`src/rtl/mem_access_ctrl.sv`:
```
// Multi-cycle load/store controller between the MEM stage and memory_block.
// Registers one request, holds the memory strobe for WAIT_CYCLES cycles, then returns a one-cycle response.
module mem_access_ctrl #(
  parameter int ADDR_W      = 18,
  parameter int DATA_W      = 32,
  parameter int WAIT_CYCLES = 1   // legal range 1..15
) (
  input  logic              clk,
  input  logic              reset_n,
  input  logic              req_valid,
  output logic              req_ready,
  input  logic              req_write,
  input  logic              req_byte,
  input  logic              req_signed,
  input  logic [ADDR_W-1:0] req_addr,
  input  logic [DATA_W-1:0] req_wdata,
  output logic              resp_valid,
  output logic [DATA_W-1:0] resp_rdata,
  output logic              resp_error,
  output logic              busy,
  output logic [ADDR_W-1:0] mem_address,
  output logic [DATA_W-1:0] mem_write_data,
  output logic              mem_read,
  output logic              mem_write,
  output logic              mem_byte_ops,
  input  logic [DATA_W-1:0] mem_read_data
);

  typedef enum logic [1:0] {
    IDLE,
    ACCESS,
    RESP
  } state_e;

  localparam logic [3:0] CNT_INIT = 4'(WAIT_CYCLES - 1);

  state_e              state_q, state_d;
  logic [3:0]          cnt_q, cnt_d;
  logic                write_q, write_d;
  logic                byte_q, byte_d;
  logic                signed_q, signed_d;
  logic [ADDR_W-1:0]   addr_q, addr_d;
  logic [DATA_W-1:0]   wdata_q, wdata_d;
  logic [DATA_W-1:0]   rdata_q, rdata_d;
  logic                error_q, error_d;
  logic [DATA_W-1:0]   load_result;

  always_comb begin
    if (!byte_q)
      load_result = mem_read_data;
    else if (signed_q)
      load_result = {{(DATA_W-8){mem_read_data[7]}}, mem_read_data[7:0]};
    else
      load_result = {{(DATA_W-8){1'b0}}, mem_read_data[7:0]};
  end

  always_comb begin
    // NOTE: every signal gets a hold-value default first so no path through the case infers a latch.
    state_d  = state_q;
    cnt_d    = cnt_q;
    write_d  = write_q;
    byte_d   = byte_q;
    signed_d = signed_q;
    addr_d   = addr_q;
    wdata_d  = wdata_q;
    rdata_d  = rdata_q;
    error_d  = error_q;

    unique case (state_q)
      IDLE: begin
        if (req_valid) begin
          write_d  = req_write;
          byte_d   = req_byte;
          signed_d = req_signed;
          addr_d   = req_addr;
          // Byte stores present only the low byte so memory_block never sees stale upper bits.
          wdata_d  = req_byte ? {{(DATA_W-8){1'b0}}, req_wdata[7:0]} : req_wdata;
          if (!req_byte && (req_addr[1:0] != 2'b00)) begin
            state_d = RESP;
            error_d = 1'b1;
            rdata_d = '0;
          end else begin
            state_d = ACCESS;
            cnt_d   = CNT_INIT;
          end
        end
      end
      ACCESS: begin
        if (cnt_q == 4'd0) begin
          state_d = RESP;
          error_d = 1'b0;
          rdata_d = write_q ? '0 : load_result;
        end else begin
          cnt_d = cnt_q - 4'd1;
        end
      end
      RESP: state_d = IDLE;
      default: state_d = IDLE;
    endcase
  end

  always_ff @(posedge clk or negedge reset_n) begin
    if (!reset_n) begin
      state_q  <= IDLE;
      cnt_q    <= '0;
      write_q  <= 1'b0;
      byte_q   <= 1'b0;
      signed_q <= 1'b0;
      addr_q   <= '0;
      wdata_q  <= '0;
      rdata_q  <= '0;
      error_q  <= 1'b0;
    end else begin
      // NOTE: non-blocking assignments so every flop samples the pre-edge values of the others.
      state_q  <= state_d;
      cnt_q    <= cnt_d;
      write_q  <= write_d;
      byte_q   <= byte_d;
      signed_q <= signed_d;
      addr_q   <= addr_d;
      wdata_q  <= wdata_d;
      rdata_q  <= rdata_d;
      error_q  <= error_d;
    end
  end

  // Strobes decode straight from the state register, so an async reset drops them immediately.
  assign req_ready      = (state_q == IDLE);
  assign busy           = (state_q == ACCESS) || (state_q == RESP);
  assign resp_valid     = (state_q == RESP);
  assign resp_rdata     = rdata_q;
  assign resp_error     = error_q;
  assign mem_address    = addr_q;
  assign mem_write_data = wdata_q;
  assign mem_byte_ops   = byte_q;
  assign mem_read       = (state_q == ACCESS) && !write_q;
  assign mem_write      = (state_q == ACCESS) && write_q;

endmodule
```
`config.mk`:
```
export PLATFORM = sky130hd
export DESIGN_NAME = mem_access_ctrl
export DESIGN_NICKNAME = d
export VERILOG_FILES = /design/src/rtl/mem_access_ctrl.sv
export SDC_FILE = /design/constraint.sdc
export NUM_CORES = 1
export LEC_CHECK = 0
export CAP_MARGIN = 20
export CORE_ASPECT_RATIO = 1.5
export CORE_UTILIZATION = 40
export DETAILED_ROUTE_END_ITERATION = 10
export PLACE_DENSITY = 0.78
export SLEW_MARGIN = 20
export SYNTH_ARGS = -nofsm -noshare
export SYNTH_HDL_FRONTEND = slang
export SYNTH_SLANG_ARGS = --single-unit
```
`constraint.sdc`:
```
create_clock -name clk -period 2.1 [get_ports clk]
set_clock_uncertainty 0.05 [all_clocks]
set_input_delay 0.42 -clock clk [delete_from_list [all_inputs] [get_ports clk]]
set_output_delay 0.42 -clock clk [all_outputs]
set_load 0.01 [all_outputs]
```
==> results.json <==
{
  "status": "complete, but fails checks",
  "violations": "DRC",
  "drtAntennaViolNets": 0,
  "synth_top_cell_by_area": "dfrtp_1",
  "hpwl_um": 7356,
  "clk_pin_slew_ns": 0.06,
  "overflow": 0,
  "syn_area_um2": 4045,
  "viasPerCell": 5.175,
  "n_fill_cell": 769,
  "die_h_um": 125.2,
  "synth_top_area_share_pct": 56.91,
  "dp_cells": 640,
  "finalSetupTns_ns": 0,
  "finalCriticalPeriod_ns": 2.031,
  "antenna_found_initial": 0,
  "tightest_slew_ns": 0.4664,
  "wl_um": 10310,
  "drt-pass1-iter-count": 8,
  "yosys_warnings": 0,
  "leakagePower_uw": 0.002568,
  "drive_above_1_share_pct": 12.32,
  "syn_avg_cell_area_um2": 11.02,
  "worst_ep_arrival_time_ns": 1.56,
  "finalWorstSetupSlack_ns": 0.06941,
  "clkLatencyLatePin_ns": 0.34,
  "grt_max_degree": 65,
  "n_antenna_cell": 0,
  "power_density_nw_per_um2": 1415,
  "crit_type": "reg2out",
  "dr.first_iter.drc_count": 197,
  "drv_slew": 0,
  "worst_setup_path_start_kind": "register",
  "post-route-util_pct": 64.15,
  "cts_max_level": 3,
  "area_growth_pct": 54.53,
  "grt_first_pass_wirelength_um": 16950,
  "drc": 34,
  "regArea_um2": 2302,
  "synthCells": 367,
  "worst_setup_path_end_kind": "primary output",
  "initial_core_util_pct": 41.51,
  "crit_required_ns": 1.63,
  "syn-num-nets": 460,
  "die_x_um": 84.11,
  "cts_buffer_depth": 2,
  "rsz0062_at_grt": "no",
  "root_buffer": "clkbuf_16",
  "place_area_um2": 5942,
  "core_um2": 9744,
  "min-delay-path-class": "reg2reg",
  "io_buffers": 176,
  "synth_area_leaders": "dfrtp_1 (57%), mux2_2 (8.1%), o31ai_1 (6.3%)",
  "relSlewSlack_pct": 68.76,
  "clock-sinks": 92,
  "ys_seq_elements": 92,
  "finalSetupViolCount": 0,
  "ys_seq_area_share_pct": 56.91,
  "irDropWorstVdd_uv": 619.8,
  "drv_cap": 0,
  "fmax_ghz": 0.4925,
  "hold_viol": 0,
  "multi_input_area_um2": 1577,
  "gp_congestion": 0.7498,
  "instances_no_fill": 659,
  "grt_usage_pct": 20.45,
  "critPathMaxFanout": 3,
  "finish.instance_area_um2": 6251,
  "wl_per_cell_um": 15.65,
  "die_area_um2": 10530,
  "cts_tree": "yes",
  "post-route-period-util_pct": 96.69,
  "io_pins": 177,
  "place_ws_ns": 0.03719,
  "num_rows": 44,
  "via_count": 3410,
  "nNetsFinal": 632,
  "grt_pass1_vias": 3387,
  "synth.distinct_cells": 34,
  "numCtsBuffers": 9
}
==> synth_stat cells, drive strengths merged <==
master   n
dfrtp   92
o21ai   82
nand2   40
o31ai   34
mux2    30
nand2b  26
buf     19
clkbuf  11
inv      6
ha       5
nand3    3
a21oi    2
nor2     2
or3      2
a21boi   1
a22o     1
a31oi    1
and2     1
and2b    1
nor2b    1
nor3b    1
o211ai   1
o21ba    1
o21bai   1
o22ai    1
o32a     1
or4      1
==> power breakdown <==
group          leakage (uW)  switching [uW]  internal (uW)
Combinational       0.00125            2010           2360
Clock              0.000133             672            802
Sequential          0.00119             432           2570
==> cell families after synthesis <==
logic type | after synthesis | synth area share [%]
simple gates | 78 | 9.744
compound gates | 126 | 18.71
mux | 30 | 8.351
flops | 92 | 56.91
fa+ha+maj | 5 | 1.547
buf+inv | 36 | 4.732
==> per-layer routing <==
metal / track usage [%] / routed length, um
met3: 3.630 / 826
met4: 9.838 / 275
met2: 33.94 / 5081
met5: 0 / 0
met1: 25.76 / 4129
==> metrics by stage <==
| step | total power (uW) | hold slack [ns] |
|---|---|---|
| 2_1_floorplan | 5099 | 0.07441 |
| 3_3_place_gp | 7209 | 0.3080 |
| 3_5_place_dp | 7364 | 0.3150 |
| 4_1_cts | 8892 | 0.4341 |
| 5_1_grt | 9401 | 0.4439 |
| 6_report | 8844 | 0.4281 |
==> critical path: stages (launching register included) <==
cell and delay (ns):
dfrtp_1 0.34, inv_1 0.09, ha_4 0.27, clkdlybuf4s50_1 0.52
==> layout by cell type, fill, tap and decap left out, drive strengths merged, types with 2 or more instances in the layout <==
cell type	Yosys	routed
ha	5	5
nand2b	26	26
o21ai	82	82
mux2	30	30
nor2	2	2
buf	19	15
inv	6	7
or3	2	2
dfrtp	92	92
dlygate4sd2	0	2
a21oi	2	2
clkbuf	11	10
clkdlybuf4s50	0	172
nand2	40	40
nand3	3	3
clkinv	0	4
o31ai	34	34
==> sequential cells by signal (all words and copies together) (netlist names) <==
register,cells
cnt_q,4
mem_write_data,32
signed_q,1
mem_address,18
resp_rdata,32
mem_byte_ops,1
resp_error,1
state_q,2
write_q,1
==> what timing repair did <==
action	CTS	global route
resized for setup	5	1
setup buffers	0	2
endpoints found under the hold margin	26	0
hold buffers	1	0
setup endpoints to repair	3	3
==> path summary, 6_finish.rpt <==
path                                    start            endpoint  slack (ns)  cells after the start
hold reg to reg            mem_write_data[15]  mem_write_data[15]        0.43                      2
min in group asynchronous             reset_n       resp_rdata[1]        0.50                      2
setup / recovery                   state_q[1]                busy        0.07                      3
setup reg to reg                   state_q[1]      resp_rdata[21]        0.14                      8
max in group asynchronous             reset_n  mem_write_data[22]        0.90                      3
hold / removal             mem_write_data[15]  mem_write_data[15]        0.43                      2
==> cell type report <==
cell class	instances	area share (%)
Inverter	6	0.3603
Multi-Input combinational cell	239	25.22
Tap cell	115	2.302
Timing Repair Buffer	191	30.98
Clock inverter	6	0.6405
Sequential cell	92	36.83
Clock buffer	10	3.663
(Power assumes the default switching activity.)
==> RTL change 1: new RTL, same flow settings <==
Encoding of `state_e`: now one-hot (3 bits for 3 states).
--- a/src/rtl/mem_access_ctrl.sv
+++ b/src/rtl/mem_access_ctrl.sv
@@ -26,10 +26,10 @@
   input  logic [DATA_W-1:0] mem_read_data
 );
 
-  typedef enum logic [1:0] {
-    IDLE,
-    ACCESS,
-    RESP
+  typedef enum logic [2:0] {
+    IDLE   = 3'b001,
+    ACCESS = 3'b010,
+    RESP   = 3'b100
   } state_e;
 
   localparam logic [3:0] CNT_INIT = 4'(WAIT_CYCLES - 1);
Behaviour: same outputs for any inputs over 10 cycles, from zero or initial values and one cycle with reset_n low; not proved beyond that.
==> RTL change 1 against the unedited design <==
Largest power group unchanged. Power down 7.5%. Final cell count up 12%. Setup slack worse by 0.014 ns. Sequential power down 5%. First-iteration DRC count down 40%. Synthesized area up 5.8%. Sequential cell count up 1. Wire length up 6.1%. Design area up 5.2%. Critical path depth unchanged.
==> RTL change 1: results (changes against the unedited design) <==
* Outcome: finished clean (was complete, but fails checks)
* Synthesis Warnings at 0 (unchanged)
* Largest cells by area after synthesis: dfrtp_1 54%, nand2_1 10%, mux2_4 7.0% (was dfrtp_1 57%, mux2_2 8.1%, o31ai_1 6.3%)
* Async SR Flop Fraction at 1.000 (unchanged)
* Sequential element share of the synthesized area at 0.5442 (was 0.5691)
* Initial DRC Count at 118 (was 197)
* Worst skew pair latency at 0.34 ns (about the same)
* Top cells by instance count after synthesis: 119 x nand2_1, 92 x dfrtp_1, 26 x nand2b_1, 26 x nor2_1, 24 x o21ai_0 (was 92 x dfrtp_1, 48 x o21ai_0, 40 x nand2_1)
* Syn nets at 501 (was 460)
* Number of antenna violations at the first check in global routing at 0 (unchanged)
* Leakage at 2.940 nW (was 2.568 nW)
* Clk slew on worst S/H paths at 0.06 ns (about the same)
* Cells after Synth at 411 (was 367)
* N_diodes at 0 (unchanged)
* First-pass detailed-route iteration total at 4 (was 8)
* Max clock buf depth at 2 (unchanged)
* Fin nets at 683 (was 632)
* Layout cell share with drive strength beyond 1 at 0.1591 (was 0.1232)
* Routability cong. at 0.7512 (was 0.7498)
* Post-DR wirelength/cell at 14.82 um (was 15.65 um)
* Post-place setup slack at -0.01863 ns (was 0.03719 ns)
* H-tree levels at 3 (unchanged)
* Number of global-route vias before repair at 3631 (was 3387)
* Via count at 3521 (was 3410)
* Placed Cells at 722 (was 640)
* Largest net degree at the start of global routing at 49 (was 65)
* Comb power frac at 0.452 (was 0.494)
* Number of library cell types mapped by synthesis at 40 (was 34)
* Buffer count from post-CTS setup fixing at 0 (unchanged)
* Routed wire length at 10940 um (was 10310 um)
* Clock root cell: clkbuf_16 (unchanged)
* First-pass GRT wire length at 17520 um (was 16950 um)
* GR Util All Layers at 0.2028 (was 0.2045)
* Clk pwr share at 0.200 (was 0.167)
* Slew headroom at 0.7455 (was 0.6876)
* Detail Placement HPWL at 8026 um (was 7356 um)
* Num CTS Buffers at 9 (unchanged)
* PortBufs at 176 (unchanged)
* CP Data Arrival Time at 1.57 ns
* Worst Path Max Fanout at 6 (was 3)
* Net switching power at 2.805 mW (was 3.115 mW)
* Worst hold path type: reg -> reg (unchanged)
* Peak supply drop at 0.0006485 V (was 0.0006198 V)
==> RTL change 1: cell types whose count changed after synthesis, moves of 24 or more <==
| cell | change |
|---|---|
| nand2_1 | +79 |
| o31ai_1 | -34 |
| o21ai_1 | -33 |
| mux2_2 | -25 |
| nor2_1 | +24 |
| o21ai_0 | -24 |
==> RTL change 1: repair_timing <==
action	in CTS	in global routing
gates resized for setup	8	5
hold buffers	1	0
hold endpoints to repair	23	0
endpoints found under the setup margin	5	4
pin swaps	0	1
==> RTL change 1: cell families (layout without fill, tap and decap cells) <==
| kind of cell | after synthesis | count (layout) | synth area share |
|---|---|---|---|
| AND/OR/NAND/NOR | 213 | 213 | 0.2506 |
| adder cells (fa/ha/maj) | 2 | 2 | 0.005847 |
| AO/OA/AOI/OAI | 32 | 32 | 0.04386 |
| flip-flops | 93 | 93 | 0.5442 |
| buffers and inverters | 38 | 224 | 0.05351 |
| multiplexers | 33 | 33 | 0.1020 |
==> RTL change 1: worst max-delay path, cell delays in order, from the launching register on <==
cell,delay (ns)
dfrtp_1,0.42
or3b_1,0.42
nand2b_1,0.12
dlygate4sd2_1,0.27
==> RTL change 1: through the flow <==
stage | power (mW) | hold WS [ns] | cell area, sq um | TNS, ns
after floorplan | 4.632 | 0.07441 | 4279 | 0
after global placement | 6.488 | 0.3168 | 6256 | 0
after detailed placement | 6.613 | 0.3186 | 6256 | -0.01863
after CTS | 8.263 | 0.4262 | 6570 | -0.01315
after global routing | 8.698 | 0.4431 | 6575 | 0
final | 8.179 | 0.4233 | 6575 | 0
==> RTL change 1: routing by layer <==
layer  GRT usage  wire length (um)  up-vias
met5           0                 0        -
met4     0.06569               140        0
met3     0.05260               664       13
met2      0.3501              5574      116
met1      0.2455              4557     1706
li1            -                 -     1686
==> RTL change 1: path summary, 6_finish.rpt <==
check / cells after the start / start / slack (ns) / endpoint
max: 3 / state_q[2]$_DFFE_PN0P_ / 0.06 / busy
min: 2 / mem_write_data[15]$_DFFE_PN0P_ / 0.42 / mem_write_data[15]$_DFFE_PN0P_
max reg2reg: 6 / state_q[0]$_DFFE_PN1P_ / 0.22 / resp_rdata[4]$_DFFE_PN0P_
min reg2reg: 2 / mem_write_data[15]$_DFFE_PN0P_ / 0.42 / mem_write_data[15]$_DFFE_PN0P_
max in group asynchronous: 3 / reset_n / 0.93 / mem_write_data[31]$_DFFE_PN0P_
min in group asynchronous: 2 / reset_n / 0.52 / resp_rdata[16]$_DFFE_PN0P_
==> RTL change 1: area by class of cell <==
| cell class | instances | area [sq um] |
|---|---|---|
| flip-flops and latches | 93 | 2330 |
| repair buffers | 198 | 1971 |
| clock buffers | 11 | 252.7 |
| fillers | 836 | 3672 |
| well taps | 141 | 176.4 |
| inverters | 11 | 41.29 |
| clock inverters | 4 | 47.55 |
| multi-input cells | 280 | 1757 |
==> RTL change 2: new RTL, same settings <==
Without the edit above. `ADDR_W`: 18 -> 36.
--- a/src/rtl/mem_access_ctrl.sv
+++ b/src/rtl/mem_access_ctrl.sv
@@ -1,7 +1,7 @@
 // Multi-cycle load/store controller between the MEM stage and memory_block.
 // Registers one request, holds the memory strobe for WAIT_CYCLES cycles, then returns a one-cycle response.
 module mem_access_ctrl #(
-  parameter int ADDR_W      = 18,
+  parameter int ADDR_W      = 36,
   parameter int DATA_W      = 32,
   parameter int WAIT_CYCLES = 1   // legal range 1..15
 ) (
Interface: changed (resized mem_address and req_addr); port bits go from 177 to 213. The function was not compared with the original's and may differ.
==> RTL change 2 against the unedited design <==
Wire length increased by 21%. Global-route usage rose by 0.64 points. Sequential cell count rose by 18. Synthesized area is 16% higher. Largest cell class unchanged. Critical path type unchanged. Design area is 18% higher. Power rose by 18%. Via count grew 14%. Setup slack better by 0.024 ns.
==> RTL change 2: results (changes against the unedited design) <==
* Worst reg2reg path startpoint: cnt_q[1]$_DFFE_PN0P_ (was state_q[1]$_DFFE_PN0P_)
* Final worst-path cycle share at 0.9555 (was 0.9669)
* Leakage at 3.034 nW (was 2.568 nW)
* Layout Cells excl Fill at 772 (was 659)
* Placed Cells at 755 (was 640)
* GR Util All Layers at 0.2109 (was 0.2045)
* Hold Crit Start: resp_rdata[16]$_DFFE_PN0P_ (was mem_write_data[15]$_DFFE_PN0P_)
* Power Dens Cells at 1419 nW/um^2 (was 1415 nW/um^2)
* Seq pwr at 3.63 mW (was 3.00 mW)
* Largest net degree at the start of global routing at 54 (was 65)
* Clock sink count at 110 (was 92)
* Slew headroom at 0.7030 (was 0.6876)
* Post-place setup slack at 0.05377 ns (was 0.03719 ns)
* Fin nets at 728 (was 632)
* Number of library cell types mapped by synthesis at 33 (was 34)
* Number of global-route vias before repair at 3950 (was 3387)
* Net switching power at 3.678 mW (was 3.115 mW)
* RR Endpoint: resp_rdata[13]$_DFFE_PN0P_ (was resp_rdata[21]$_DFFE_PN0P_)
* Seq area share at 0.3729 (was 0.3683)
* Routability cong. at 0.7754 (was 0.7498)
* Hold path endpoint: resp_rdata[16]$_DFFE_PN0P_ (was mem_write_data[15]$_DFFE_PN0P_)
* CP Data Arrival Time at 1.54 ns (was 1.56 ns)
* Post-DR wirelength/cell at 16.14 um (was 15.65 um)
* Outcome: finished clean (was complete, but fails checks)
* Comb power frac at 0.499 (was 0.494)
* Non-clock buffer count at 233 (was 191)
* Cells after Synth at 405 (was 367)
* Clock buf count at 9 (was 10)
* #MultiIn Comb at 257 (was 239)
* Met3 Resource Use GR at 0.04673 (was 0.03630)
[RTL change 2: worst max-delay path, cell delays in order (launching register included)]
cell and delay (ns):
dfrtp_1 0.40, inv_1 0.09, ha_1 0.14, clkdlybuf4s50_1 0.56
[RTL change 2: per-stage QoR]
step / area, sq um / util
2_1_floorplan: 4703 / -
3_3_place_gp: 7089 / 0.6180
3_5_place_dp: 7089 / 0.6180
4_1_cts: 7381 / 0.6434
5_1_grt: 7381 / 0.6434
6_report: 7381 / 0.6434
[RTL change 2: metal layers]
metal  wire (um)  vias to the layer above
li1            -                     1846
met3         793                       21
met4         347                        0
met2        6575                      149
met1        4746                     1864
met5           0                        -
[RTL change 2: cell families after synthesis]
family	count (synthesis)	synth area share
mux	48	0.1149
compound gates	126	0.1609
simple gates	78	0.08380
buf+inv	38	0.04176
flops	110	0.5853
fa+ha+maj	5	0.01330
[RTL change 2: repair_timing]
action,CTS,global route
hold buffers,1,0
hold endpoints to repair,30,0
resized for setup,6,0
setup endpoints to repair,4,0
